File: config.mk
export PLATFORM = sky130hd
export DESIGN_NAME = vga_sync_gen
export DESIGN_NICKNAME = d
export VERILOG_FILES = /design/src/rtl/vga_sync_gen.sv
export SDC_FILE = /design/constraint.sdc
export NUM_CORES = 1
export LEC_CHECK = 0
export ABC_AREA = 1
export BUFFER_PORTS_ARGS = -buffer_cell sky130_fd_sc_hd__buf_2
export CORE_MARGIN = 10
export CORE_UTILIZATION = 51
export DETAILED_ROUTE_END_ITERATION = 10
export PLACE_DENSITY = 0.8
export SETUP_SLACK_MARGIN = 0.1
export SLEW_MARGIN = 20
export SYNTH_ARGS = -nofsm -noshare
export SYNTH_HDL_FRONTEND = slang
export SYNTH_SLANG_ARGS = --single-unit
File: constraint.sdc
create_clock -name clk -period 1.9 [get_ports clk]
set_input_delay 0.285 -clock clk [delete_from_list [all_inputs] [get_ports clk]]
set_output_delay 0.285 -clock clk [all_outputs]
set_load 0.01 [all_outputs]
File: src/rtl/vga_sync_gen.sv
// Raster timing generator: divides clk down to a pixel tick, runs HC/VC and
// registers VIDON/HSYNC/VSYNC/PIX_EN/LINE_START/FRAME_START from the next counts.
module vga_sync_gen #(
  parameter int H_VIS   = 640,
  parameter int H_FP    = 16,
  parameter int H_SYNC  = 96,
  parameter int H_BP    = 48,
  parameter int V_VIS   = 480,
  parameter int V_FP    = 10,
  parameter int V_SYNC  = 2,
  parameter int V_BP    = 33,
  parameter int HS_POL  = 0,
  parameter int VS_POL  = 0,
  parameter int CLK_DIV = 2
) (
  input  logic       clk,
  input  logic       rst_n,
  output logic       pix_en,
  output logic [9:0] hc,
  output logic [9:0] vc,
  output logic       vidon,
  output logic       hsync,
  output logic       vsync,
  output logic       line_start,
  output logic       frame_start
);

  localparam int H_TOTAL = H_VIS + H_FP + H_SYNC + H_BP;
  localparam int V_TOTAL = V_VIS + V_FP + V_SYNC + V_BP;
  localparam int DW      = (CLK_DIV > 1) ? $clog2(CLK_DIV) : 1;

  localparam logic [9:0]    H_LAST   = 10'(H_TOTAL - 1);
  localparam logic [9:0]    V_LAST   = 10'(V_TOTAL - 1);
  localparam logic [DW-1:0] DIV_LAST = DW'(CLK_DIV - 1);

  // Window edges kept 11 bits wide so an end value of 1024 still compares correctly.
  localparam logic [10:0] H_VIS_E  = 11'(H_VIS);
  localparam logic [10:0] V_VIS_E  = 11'(V_VIS);
  localparam logic [10:0] HS_START = 11'(H_VIS + H_FP);
  localparam logic [10:0] HS_END   = 11'(H_VIS + H_FP + H_SYNC);
  localparam logic [10:0] VS_START = 11'(V_VIS + V_FP);
  localparam logic [10:0] VS_END   = 11'(V_VIS + V_FP + V_SYNC);

  localparam logic HS_ACT = (HS_POL != 0);
  localparam logic VS_ACT = (VS_POL != 0);

  generate
    if (H_TOTAL > 1024 || V_TOTAL > 1024 || CLK_DIV < 1) begin : g_bad_cfg
      $error("vga_sync_gen: H_TOTAL/V_TOTAL must be <= 1024 and CLK_DIV >= 1");
    end
  endgenerate

  logic [DW-1:0] div_cnt;
  logic          tick;
  logic          h_wrap;
  logic [9:0]    hc_nxt;
  logic [9:0]    vc_nxt;
  logic [10:0]   hc_nxt_e;
  logic [10:0]   vc_nxt_e;

  assign tick = (div_cnt == DIV_LAST);

  always_comb begin
    h_wrap = (hc == H_LAST);
    hc_nxt = h_wrap ? 10'd0 : hc + 10'd1;
    vc_nxt = vc;
    if (h_wrap) begin
      vc_nxt = (vc == V_LAST) ? 10'd0 : vc + 10'd1;
    end
    hc_nxt_e = {1'b0, hc_nxt};
    vc_nxt_e = {1'b0, vc_nxt};
  end

  always_ff @(posedge clk or negedge rst_n) begin
    if (!rst_n) begin
      div_cnt     <= '0;
      hc          <= H_LAST;
      vc          <= V_LAST;
      pix_en      <= 1'b0;
      line_start  <= 1'b0;
      frame_start <= 1'b0;
      vidon       <= 1'b0;
      hsync       <= ~HS_ACT;
      vsync       <= ~VS_ACT;
    end else begin
      div_cnt <= tick ? '0 : div_cnt + DW'(1);
      if (tick) begin
        hc          <= hc_nxt;
        vc          <= vc_nxt;
        pix_en      <= 1'b1;
        line_start  <= (hc_nxt == 10'd0);
        frame_start <= (hc_nxt == 10'd0) && (vc_nxt == 10'd0);
        vidon       <= (hc_nxt_e < H_VIS_E) && (vc_nxt_e < V_VIS_E);
        hsync       <= ((hc_nxt_e >= HS_START) && (hc_nxt_e < HS_END)) ? HS_ACT : ~HS_ACT;
        vsync       <= ((vc_nxt_e >= VS_START) && (vc_nxt_e < VS_END)) ? VS_ACT : ~VS_ACT;
      end else begin
        pix_en      <= 1'b0;
        line_start  <= 1'b0;
        frame_start <= 1'b0;
      end
    end
  end

endmodule

==> summary.txt, run 1 <==
Floorplan
  – Die height: slightly below 80 um
  – Die area: around 0.0063 sq mm
  – Die Width: slightly below 80 um
  – Initial core utilization: 0.535
  – I/O pin total: 28
  – Std cell rows: 21
  – Core footprint: ~0.0034 sq mm

Synthesis
  – Sequential share of the synthesized area: 0.381
  – Synthesized flop and latch total: 27
  – XOR/XNOR Fraction of Synth Area: 0.00483
  – Most used DFF post-synth: dfrtp_1
  – Mapped cell area: between 0.0015 and 0.002 sq mm
  – Post-synth EDFFs: 0
  – Post-Syn Nets: 277
  – Multiplexer share of the synthesized area: 0
  – Largest family of logic cells by synthesized area: simple AND/OR/NAND/NOR gates
  – Avg Cell Area, Syn: about 6.7 sq um
  – Post-synthesis compound-gate area fraction: 0.0808
  – YS warnings: 0
  – Netlist cell types: 26
  – Simple-gate area share of the yosys netlist: 0.410
  – Post-synthesis async set-or-reset flop share: 1.00
  – Post-Synthesis Cells: ~270
  – Synth Area in Adders: 0.0276

Worst setup path
  – Critical Path Sink Type: flop
  – WS Path Type: flop to flop
  – Slowest CP cell: dfstp_2
  – Worst EP arrival: about 2.2 ns
  – Max stage delay on crit path: approximately 0.67 ns
  – Startpoint Class: flop
  – Worst endpoint required time: 2.19 ns
  – Most frequent CP cell: nor2_2
  – Crit path cell chain: inv_1 > nor2_4 > o21ai_1 > a21oi_1 > nand4_1 > nor2_2 > nand2_1 > nor2_2
  – CP max FO: 6

Pwr
  – Max IR drop VDD: around 0.00023 V
  – Leak pwr: 1.14 nW
  – Power Density: between 300 and 400 mW/mm^2
  – PnR Total Power: between 800 and 900 uW

Run status
  – Failing checks: setup timing
  – Status: finished, violations left

Clocking
  – TritonCTS Buffers: 3
  – Clock Sinks: 27
  – Max clock buf depth: 2
  – Root buf cell: clkbuf_4
  – TritonCTS clock tree: done
  – Clock transition at path regs: 0.16 ns
  – H-tree Lvls: 1
  – Clock Latency Late Sink: 0.34 ns

Layout
  – Nets@finish: around 320
  – Layout cells sized above 1: 0.293
  – Area Overhead vs Synth: 23.3%
  – Antenna cells: 0
  – Most common cell after layout, fill and taps aside: nand2_1
  – Commonest non-fill, non-tap cells in the layout: 95 x nand2_1, 35 x inv_1, 28 x buf_2
  – Fin util: 0.659

Timing
  – Post-Route Skew: 0.00778 ns
  – Final hold vios: 0
  – Worst-margin pin slew: ~0.70 ns
  – RSZ-0062 raised after global routing: true
  – Final-report max-slew violation count: 0
  – Rel. slew slack: 0.532
  – Final min period: slightly below 2 ns
  – Period utilisation layout: 1.03
  – FMAX: between 500 and 600 MHz
  – Setup violators final: 2
  – Final worst-path setup slack: -0.0561 ns

Drt
  – DR iter-0 viols: around 250
  – DRC Markers: 0
  – Total number of vias: roughly 2000
  – DR pass1 iterations: 5
  – Final wirelength: between 5000 and 6000 um
  – Remaining antenna violation count: 0
  – Wirelength per Cell: approximately 15 um
  – Vias per inst: around 5.5

Global route
  – Vias in the first global route: 1712
  – GRT Total Usage: 0.152
  – GRT Residual Overflow: 0
  – Largest net degree at the start of global routing: 28
  – First-pass GRT wire length: around 8000 um
  – Initial antenna violation count: 0

Place
  – Gpl congestion: 0.927
  – I/O Buffers: 27
  – Hpwl dp: about 3400 um

Min path
  – Tightest Hold Check Type: input port to asynchronous set/reset pin

Job
  – Maxcap violations: 0
synth_stat cells, types with 3 or more instances:
library cell	count	area, sq um
dfstp_2	12	315
nand2_1	98	368
o21ai_1	3	15.0
nor2_2	4	25.0
clkbuf_1	3	11.3
nand3_2	4	40.0
o21ai_0	19	95.1
ha_1	4	50.1
inv_1	37	139
nor2_1	25	93.8
nand4_1	6	37.5
nand3_1	25	125
a21oi_1	4	20.0
dfrtp_1	15	375
worst paths after layout:
kind / from / to / slack (ns) / cells past startpoint
worst max-delay path: hc[4] / frame_start / -0.06 / 8
worst min-delay path: rst_n / div_cnt / 0.47 / 2
worst max register to register: hc[4] / frame_start / -0.06 / 8
worst min register to register: hsync / hsync / 0.52 / 2
max in group asynchronous: rst_n / vc[1] / 1.01 / 2
min in group clk: hsync / hsync / 0.52 / 2
worst max-delay path, delay by kind of cell (launching register included):
family / cells / cell delay, ns
flip-flops: 1 / 0.67
AND/OR/NAND/NOR: 5 / 0.74
buffers and inverters: 1 / 0.15
AO/OA/AOI/OAI: 2 / 0.36
flip-flops by register name, indices dropped and copies added (netlist names):
signal,count
hc,10
vc,10
div_cnt,1
frame_start,1
hsync,1
line_start,1
pix_en,1
vidon,1
vsync,1
routing by layer:
layer,routed length [um],GRT usage
met1,2270,0.207
met2,2330,0.233
met3,452,0.0304
met4,184,0.0502
met5,0,0
logic make-up (layout without fill, tap and decap cells):
family,after synthesis,after routing
adders and majority gates,4,4
and+or+nand+nor,168,169
xor gates and xnor gates,1,1
buffers and inverters,43,85
DFF,27,27
AOI/OAI and AO/OA,28,28
metrics by stage:
stage / setup WS [ns] / cell area [sq um] / setup TNS, ns / hold slack (ns) / instances
2_1_floorplan: 0.107 / 1810 / 0 / -0.0106 / 271
3_3_place_gp: -0.0552 / 2030 / -0.0552 / 0.317 / 345
3_5_place_dp: -0.0626 / 2030 / -0.0626 / 0.328 / 345
4_1_cts: 0.0622 / 2150 / 0 / 0.485 / 355
5_1_grt: -0.161 / 2230 / -0.495 / 0.498 / 360
6_report: -0.0561 / 2230 / -0.0767 / 0.469 / 360
where the power goes:
group | internal, mW | switching [mW] | leakage [nW]
registers | 0.576 | 0 | 0.322
clock network | 0.0807 | 0.191 | 0.0139
logic | 0.00208 | 0.0109 | 0.799
repair_timing:
action | 4_1_cts | 5_1_grt
endpoints found under the hold margin | 15 | 0
buffers inserted | 3 | 5
pin swaps | 5 | 10
resized for setup | 13 | 16
gates cloned | 2 | 0
setup endpoints to repair | 6 | 10
hold buffers | 1 | 0
final cells by class:
cell class | count | area [sq um]
repair buffers | 44 | 270
clock inverters | 1 | 7.51
inverters | 37 | 139
multi-input cells | 202 | 1040
well taps | 46 | 57.6
fillers | 275 | 1160
flip-flops and latches | 27 | 693
clock buffers | 3 | 22.5
Power figures use the tool's default switching activity.
==> run 2: changes to the inputs <==
- SETUP_SLACK_MARGIN: 0.1 -> 0.05
==> summary.txt, run 2 (synthesis gave the netlist of run 1 again) <==
Drt
  – Final wirelength: 4920 um (was 5230 um)
  – Remaining antenna violation count: 0 (unchanged)
  – DR iter-0 viols: 242 (was 252)
  – Wirelength per Cell: 13.8 um (was 14.5 um)
  – Total number of vias: 1903 (was 1981)
  – DRC Markers: 0 (unchanged)
  – DR pass1 iterations: 7 (was 5)
  – Vias per inst: 5.32 (was 5.50)

Place
  – Place WS: -0.0668 ns (was -0.0626 ns)
  – Hpwl dp: 3290 um (was 3420 um)
  – I/O Buffers: 27 (unchanged)
  – Gpl congestion: 0.946 (was 0.927)

Timing
  – Setup violators final: 0 (was 2)
  – Final min period: 1.87 ns (was 1.96 ns)
  – RSZ-0062 raised after global routing: true (unchanged)
  – Post-Route Skew: 0.00462 ns (was 0.00778 ns)
  – Final hold vios: 0 (unchanged)
  – Final worst-path setup slack: 0.0277 ns (was -0.0561 ns)
  – Rel. slew slack: 0.549 (was 0.532)
  – Final-report max-slew violation count: 0 (unchanged)
  – Period utilisation layout: 0.985 (was 1.03)
  – Worst-margin pin slew: 0.676 ns (was 0.702 ns)
  – FMAX: 534 MHz (was 511 MHz)

Layout
  – Layout cells sized above 1: 0.301 (was 0.293)
  – Nets@finish: 319 (was 321)
  – Area Overhead vs Synth: 23.6% (was 23.3%)
  – Multi-input logic area: 0.00107 sq mm (was 0.00104 sq mm)
  – Most common cell after layout, fill and taps aside: nand2_1 (unchanged)
  – Leading registers by flop count: hc (10), vc (10) (unchanged)
  – Antenna cells: 0 (unchanged)
  – Filler cells: 291 (was 275)
  – Fin util: 0.661 (was 0.659)
  – Commonest non-fill, non-tap cells in the layout: 95 x nand2_1, 35 x inv_1, 28 x buf_2 (unchanged)
  – Storage element area: 693 sq um (unchanged)

Worst setup path
  – R2R depth: 9 (was 8)
  – Critical Path Sink Type: flop (unchanged)
  – Worst endpoint required time: 2.18 ns (was 2.19 ns)
  – Worst EP arrival: 2.15 ns (was 2.24 ns)
  – WS Path Type: flop to flop (unchanged)
  – CP max FO: 7 (was 6)
  – Origin of the critical flop-to-flop path: hc[1] (was hc[4])
  – Startpoint Class: flop (unchanged)
  – Crit path launch: hc[1] (was hc[4])

Min path
  – Tightest Hold Check Type: input port to asynchronous set/reset pin (unchanged)

Global route
  – GRT Total Usage: 0.152 (about the same)
  – Initial antenna violation count: 0 (unchanged)
  – GRT Residual Overflow: 0 (unchanged)
  – Vias in the first global route: 1761 (was 1712)
  – Largest net degree at the start of global routing: 28 (unchanged)
  – First-pass GRT wire length: 8030 um (was 8040 um)

Clocking
  – Root buf cell: clkbuf_4 (unchanged)
  – Clock Sinks: 27 (unchanged)
  – TritonCTS clock tree: done (unchanged)
  – TritonCTS Buffers: 3 (unchanged)
  – H-tree Lvls: 1 (unchanged)
  – Clock Latency Late Sink: 0.33 ns (was 0.34 ns)
  – Max clock buf depth: 2 (unchanged)
  – Clock transition at path regs: 0.16 ns (about the same)

Job
  – Maxcap violations: 0 (unchanged)

Floorplan
  – Die area: 0.00634 sq mm (unchanged)
  – Die Width: 79.6 um (unchanged)
  – Initial core utilization: 0.535 (unchanged)
  – Die height: 79.6 um (unchanged)
  – I/O pin total: 28 (unchanged)
  – Std cell rows: 21 (unchanged)
  – Core footprint: 0.00339 sq mm (unchanged)

Pwr
  – Max IR drop VDD: 0.000318 V (was 0.000230 V)
  – Leak pwr: 1.15 nW (was 1.14 nW)
  – Power Density: 385 mW/mm^2 (about the same)

Run status
  – Status: completed (was finished, violations left)
## run 2: what timing repair did
item | CTS | global route
buffers inserted | 1 | 6
pin swaps | 3 | 14
gates resized for setup | 9 | 26
cloned | 2 | 0
hold buffers | 1 | 0
setup endpoints to repair | 3 | 7
hold endpoints to repair | 15 | 0
## run 2: path summary, 6_finish.rpt
kind	end	slack, ns
setup / recovery	vidon	0.03
hold / removal	pix_en	0.45
setup reg to reg	vidon	0.03
hold reg to reg	vidon	0.52
max in group asynchronous	vc[1]	1.03
min in group clk	vidon	0.52
## run 2: metal layers
metal / track usage / wire (um) / vias up
met2: 0.235 / 2330 / 91
met3: 0.0304 / 395 / 16
met5: 0 / 0 / -
li1: - / - / 940
met1: 0.200 / 2070 / 856
met4: 0.0645 / 120 / 0
## run 2: metrics by stage
stage	power, mW	TNS [ns]	hold slack (ns)	instances	area [sq um]
after floorplan	0.586	0	-0.0106	271	1810
after global placement	0.598	0	0.313	344	2020
after detailed placement	0.598	-0.0695	0.318	344	2020
after CTS	0.880	0	0.459	352	2110
after global routing	0.903	-0.285	0.487	358	2240
final	0.863	0	0.454	358	2240
## run 2: final cells by class
type | instances | area share
Clock buffer | 3 | 0.0101
Tap cell | 46 | 0.0257
Sequential cell | 27 | 0.309
Inverter | 37 | 0.0620
Timing Repair Buffer | 42 | 0.112
Multi-Input combinational cell | 202 | 0.477
Clock inverter | 1 | 0.00391
## run 2: critical path, cell delays in order (launching register included)
cell and delay, ns:
dfstp_2 0.59, ha_4 0.18, nand3_4 0.09, nor2_4 0.21, nand2_4 0.14, nor2_4 0.16, nand3_1 0.12, nand3_2 0.11
nand3_1 0.07, o21ai_1 0.14
## run 2: where the power goes
part / leakage, nW / switching (mW) / internal, mW
Sequential: 0.322 / 0 / 0.576
Combinational: 0.811 / 0.0106 / 0.00206
Clock: 0.0183 / 0.187 / 0.0860
Total: 1.15 / 0.198 / 0.665
==> run 3: changes to the inputs <==
- CELL_PAD_IN_SITES_DETAIL_PLACEMENT: not set -> 1
- CELL_PAD_IN_SITES_GLOBAL_PLACEMENT: not set -> 2
- CORE_MARGIN: 10 -> 2
- CORE_UTILIZATION: 51 -> 28
==> summary.txt, run 3 (synthesis gave the netlist of run 1 again) <==
Run status
  – Status: completed (unchanged)

Place
  – I/O Buffers: 27 (unchanged)
  – Gpl congestion: 0.821 (was 0.946)
  – DP Area: 0.00214 sq mm (was 0.00202 sq mm)
  – Hpwl dp: 4290 um (was 3290 um)

Worst setup path
  – CP max FO: 6 (was 7)
  – Worst EP arrival: 2.10 ns (was 2.15 ns)
  – WS Path Type: flop to flop (unchanged)
  – R2R depth: 11 (was 9)
  – FF-to-FF End: frame_start (was vidon)
  – Critical Path Sink Type: flop (unchanged)
  – Worst endpoint required time: 2.13 ns (was 2.18 ns)
  – Origin of the critical flop-to-flop path: hc[0] (was hc[1])
  – Startpoint Class: flop (unchanged)
  – R2R Setup Slk: 0.03 ns (about the same)

Layout
  – Storage element area: 692 sq um (was 693 sq um)
  – Post-route cell area: 0.00245 sq mm (was 0.00224 sq mm)
  – Multi-input logic area: 0.00110 sq mm (was 0.00107 sq mm)
  – Layout cells sized above 1: 0.351 (was 0.301)
  – Leading registers by flop count: hc (10), vc (10) (unchanged)
  – Area Overhead vs Synth: 35.4% (was 23.6%)
  – Most common cell after layout, fill and taps aside: nand2_1 (unchanged)
  – Filler cells: 810 (was 291)
  – Commonest non-fill, non-tap cells in the layout: 88 x nand2_1, 37 x inv_1, 28 x buf_2 (was 95 x nand2_1, 35 x inv_1, 28 x buf_2)
  – Antenna cells: 0 (unchanged)
  – Nets@finish: 332 (was 319)

Timing
  – FMAX: 536 MHz (was 534 MHz)
  – Setup violators final: 0 (unchanged)
  – Final min period: 1.87 ns (about the same)
  – WHS: 0.00801 ns (was 0.454 ns)
  – Final-report max-slew violation count: 0 (unchanged)
  – Worst-margin pin slew: 0.665 ns (was 0.676 ns)
  – RSZ-0062 raised after global routing: true (unchanged)
  – Rel. slew slack: 0.557 (was 0.549)
  – Post-Route Skew: 0.00405 ns (was 0.00462 ns)
  – Final hold vios: 0 (unchanged)
  – Period utilisation layout: 0.983 (was 0.985)
  – TNS Setup: 0 ns (unchanged)

Pwr
  – Combinational share of power: 0.013 (was 0.015)
  – Clk pwr share: 0.382 (was 0.317)
  – Cell internal pwr: 725 uW (was 665 uW)
  – Max IR drop VDD: 0.000282 V (was 0.000318 V)
  – Sequential share of power: 0.605 (was 0.668)
  – Sw power: 227 uW (was 198 uW)
  – Switch share: 0.238 (was 0.230)
  – Leak pwr: 1.23 nW (was 1.15 nW)
  – Power Density: 388 mW/mm^2 (was 385 mW/mm^2)

Global route
  – First-pass GRT wire length: 9750 um (was 8030 um)
  – Largest net degree at the start of global routing: 28 (unchanged)
  – GRT Residual Overflow: 0 (unchanged)
  – Vias in the first global route: 1885 (was 1761)
  – Initial antenna violation count: 0 (unchanged)
  – GRT Total Usage: 0.174 (was 0.152)

Drt
  – DR iter-0 viols: 93 (was 242)
  – Vias per inst: 4.73 (was 5.32)
  – DRC Markers: 0 (unchanged)
  – Remaining antenna violation count: 0 (unchanged)
  – DR pass1 iterations: 4 (was 7)
  – Wirelength per Cell: 15.2 um (was 13.8 um)
  – Final wirelength: 6110 um (was 4920 um)
  – Total number of vias: 1901 (was 1903)

Floorplan
  – Core footprint: 0.00631 sq mm (was 0.00339 sq mm)
  – Initial core utilization: 0.287 (was 0.535)
  – I/O pin total: 28 (unchanged)
  – Std cell rows: 29 (was 21)
  – Die Width: 84.4 um (was 79.6 um)
  – Die height: 84.4 um (was 79.6 um)
  – Die area: 0.00713 sq mm (was 0.00634 sq mm)

Clocking
  – Max clock buf depth: 2 (unchanged)
  – TritonCTS clock tree: done (unchanged)
  – H-tree Lvls: 1 (unchanged)
  – # hold bufs at CTS: 0 (was 1)
  – Clock transition at path regs: 0.10 ns (was 0.16 ns)
  – Root buf cell: clkbuf_8 (was clkbuf_4)
  – Clock Sinks: 27 (unchanged)
  – TritonCTS Buffers: 3 (unchanged)
  – Clock Latency Late Sink: 0.29 ns (was 0.33 ns)

Job
  – Maxcap violations: 0 (unchanged)

Min path
  – Tightest Hold Check Type: input port to asynchronous set/reset pin (unchanged)
## run 3: cell type report
type	count	area share
Multi-Input combinational cell	202	0.448
Timing Repair Buffer	55	0.155
Clock inverter	1	0.00204
Tap cell	77	0.0393
Inverter	37	0.0566
Sequential cell	27	0.282
Clock buffer	3	0.0168
## run 3: worst max path at each step
stage          startpoint     endpoint  cells after the start
2_1_floorplan       hc[0]        vsync                     11
4_1_cts             hc[1]  frame_start                     13
3_5_place_dp        vc[0]        vsync                     12
3_3_place_gp        hc[0]        vsync                     11
5_1_grt             hc[0]  frame_start                     11
6_report            hc[0]  frame_start                     11
## run 3: per-layer routing
| layer | vias to the layer above | GRT usage | share of wire |
|---|---|---|---|
| met5 | - | 0 | 0 |
| met4 | 0 | 0.0722 | 0.018 |
| met3 | 7 | 0.0128 | 0.013 |
| met2 | 17 | 0.271 | 0.47 |
| met1 | 922 | 0.249 | 0.50 |
| li1 | 955 | - | - |
## run 3: power groups by stage
stage	Combinational [mW]	Sequential, mW	Clock [mW]
floorplan	0.000000630	0.586	0
detailed placement	0.0135	0.586	0
finish	0.0127	0.576	0.363
global route	0.0151	0.576	0.396
global placement	0.0130	0.586	0
CTS	0.0135	0.576	0.373
## run 3: metrics by stage
step	power, mW	instances	util	setup slack, ns
2_1_floorplan	0.586	271	-	0.0877
3_3_place_gp	0.599	387	0.340	-0.245
3_5_place_dp	0.599	387	0.340	-0.299
4_1_cts	0.963	398	0.373	0.0506
5_1_grt	0.987	402	0.388	-0.0693
6_report	0.952	402	0.388	0.0328
## run 3: worst max-delay path: stages (launching register included)
cell	delay, ns
dfstp_2	0.58
ha_4	0.18
nand3_4	0.09
nor2_4	0.11
buf_12	0.14
nand2_8	0.08
buf_6	0.13
nand3_4	0.09
nand4_1	0.11
nor2_2	0.15
nand2_1	0.06
nor2_1	0.09
## run 3: timing repair
| item | in CTS | in global routing |
|---|---|---|
| gates resized for setup | 17 | 25 |
| hold endpoints to repair | 0 | 0 |
| gates cloned | 2 | 0 |
| setup buffers | 5 | 4 |
| endpoints found under the setup margin | 5 | 6 |
| pin swaps | 5 | 16 |
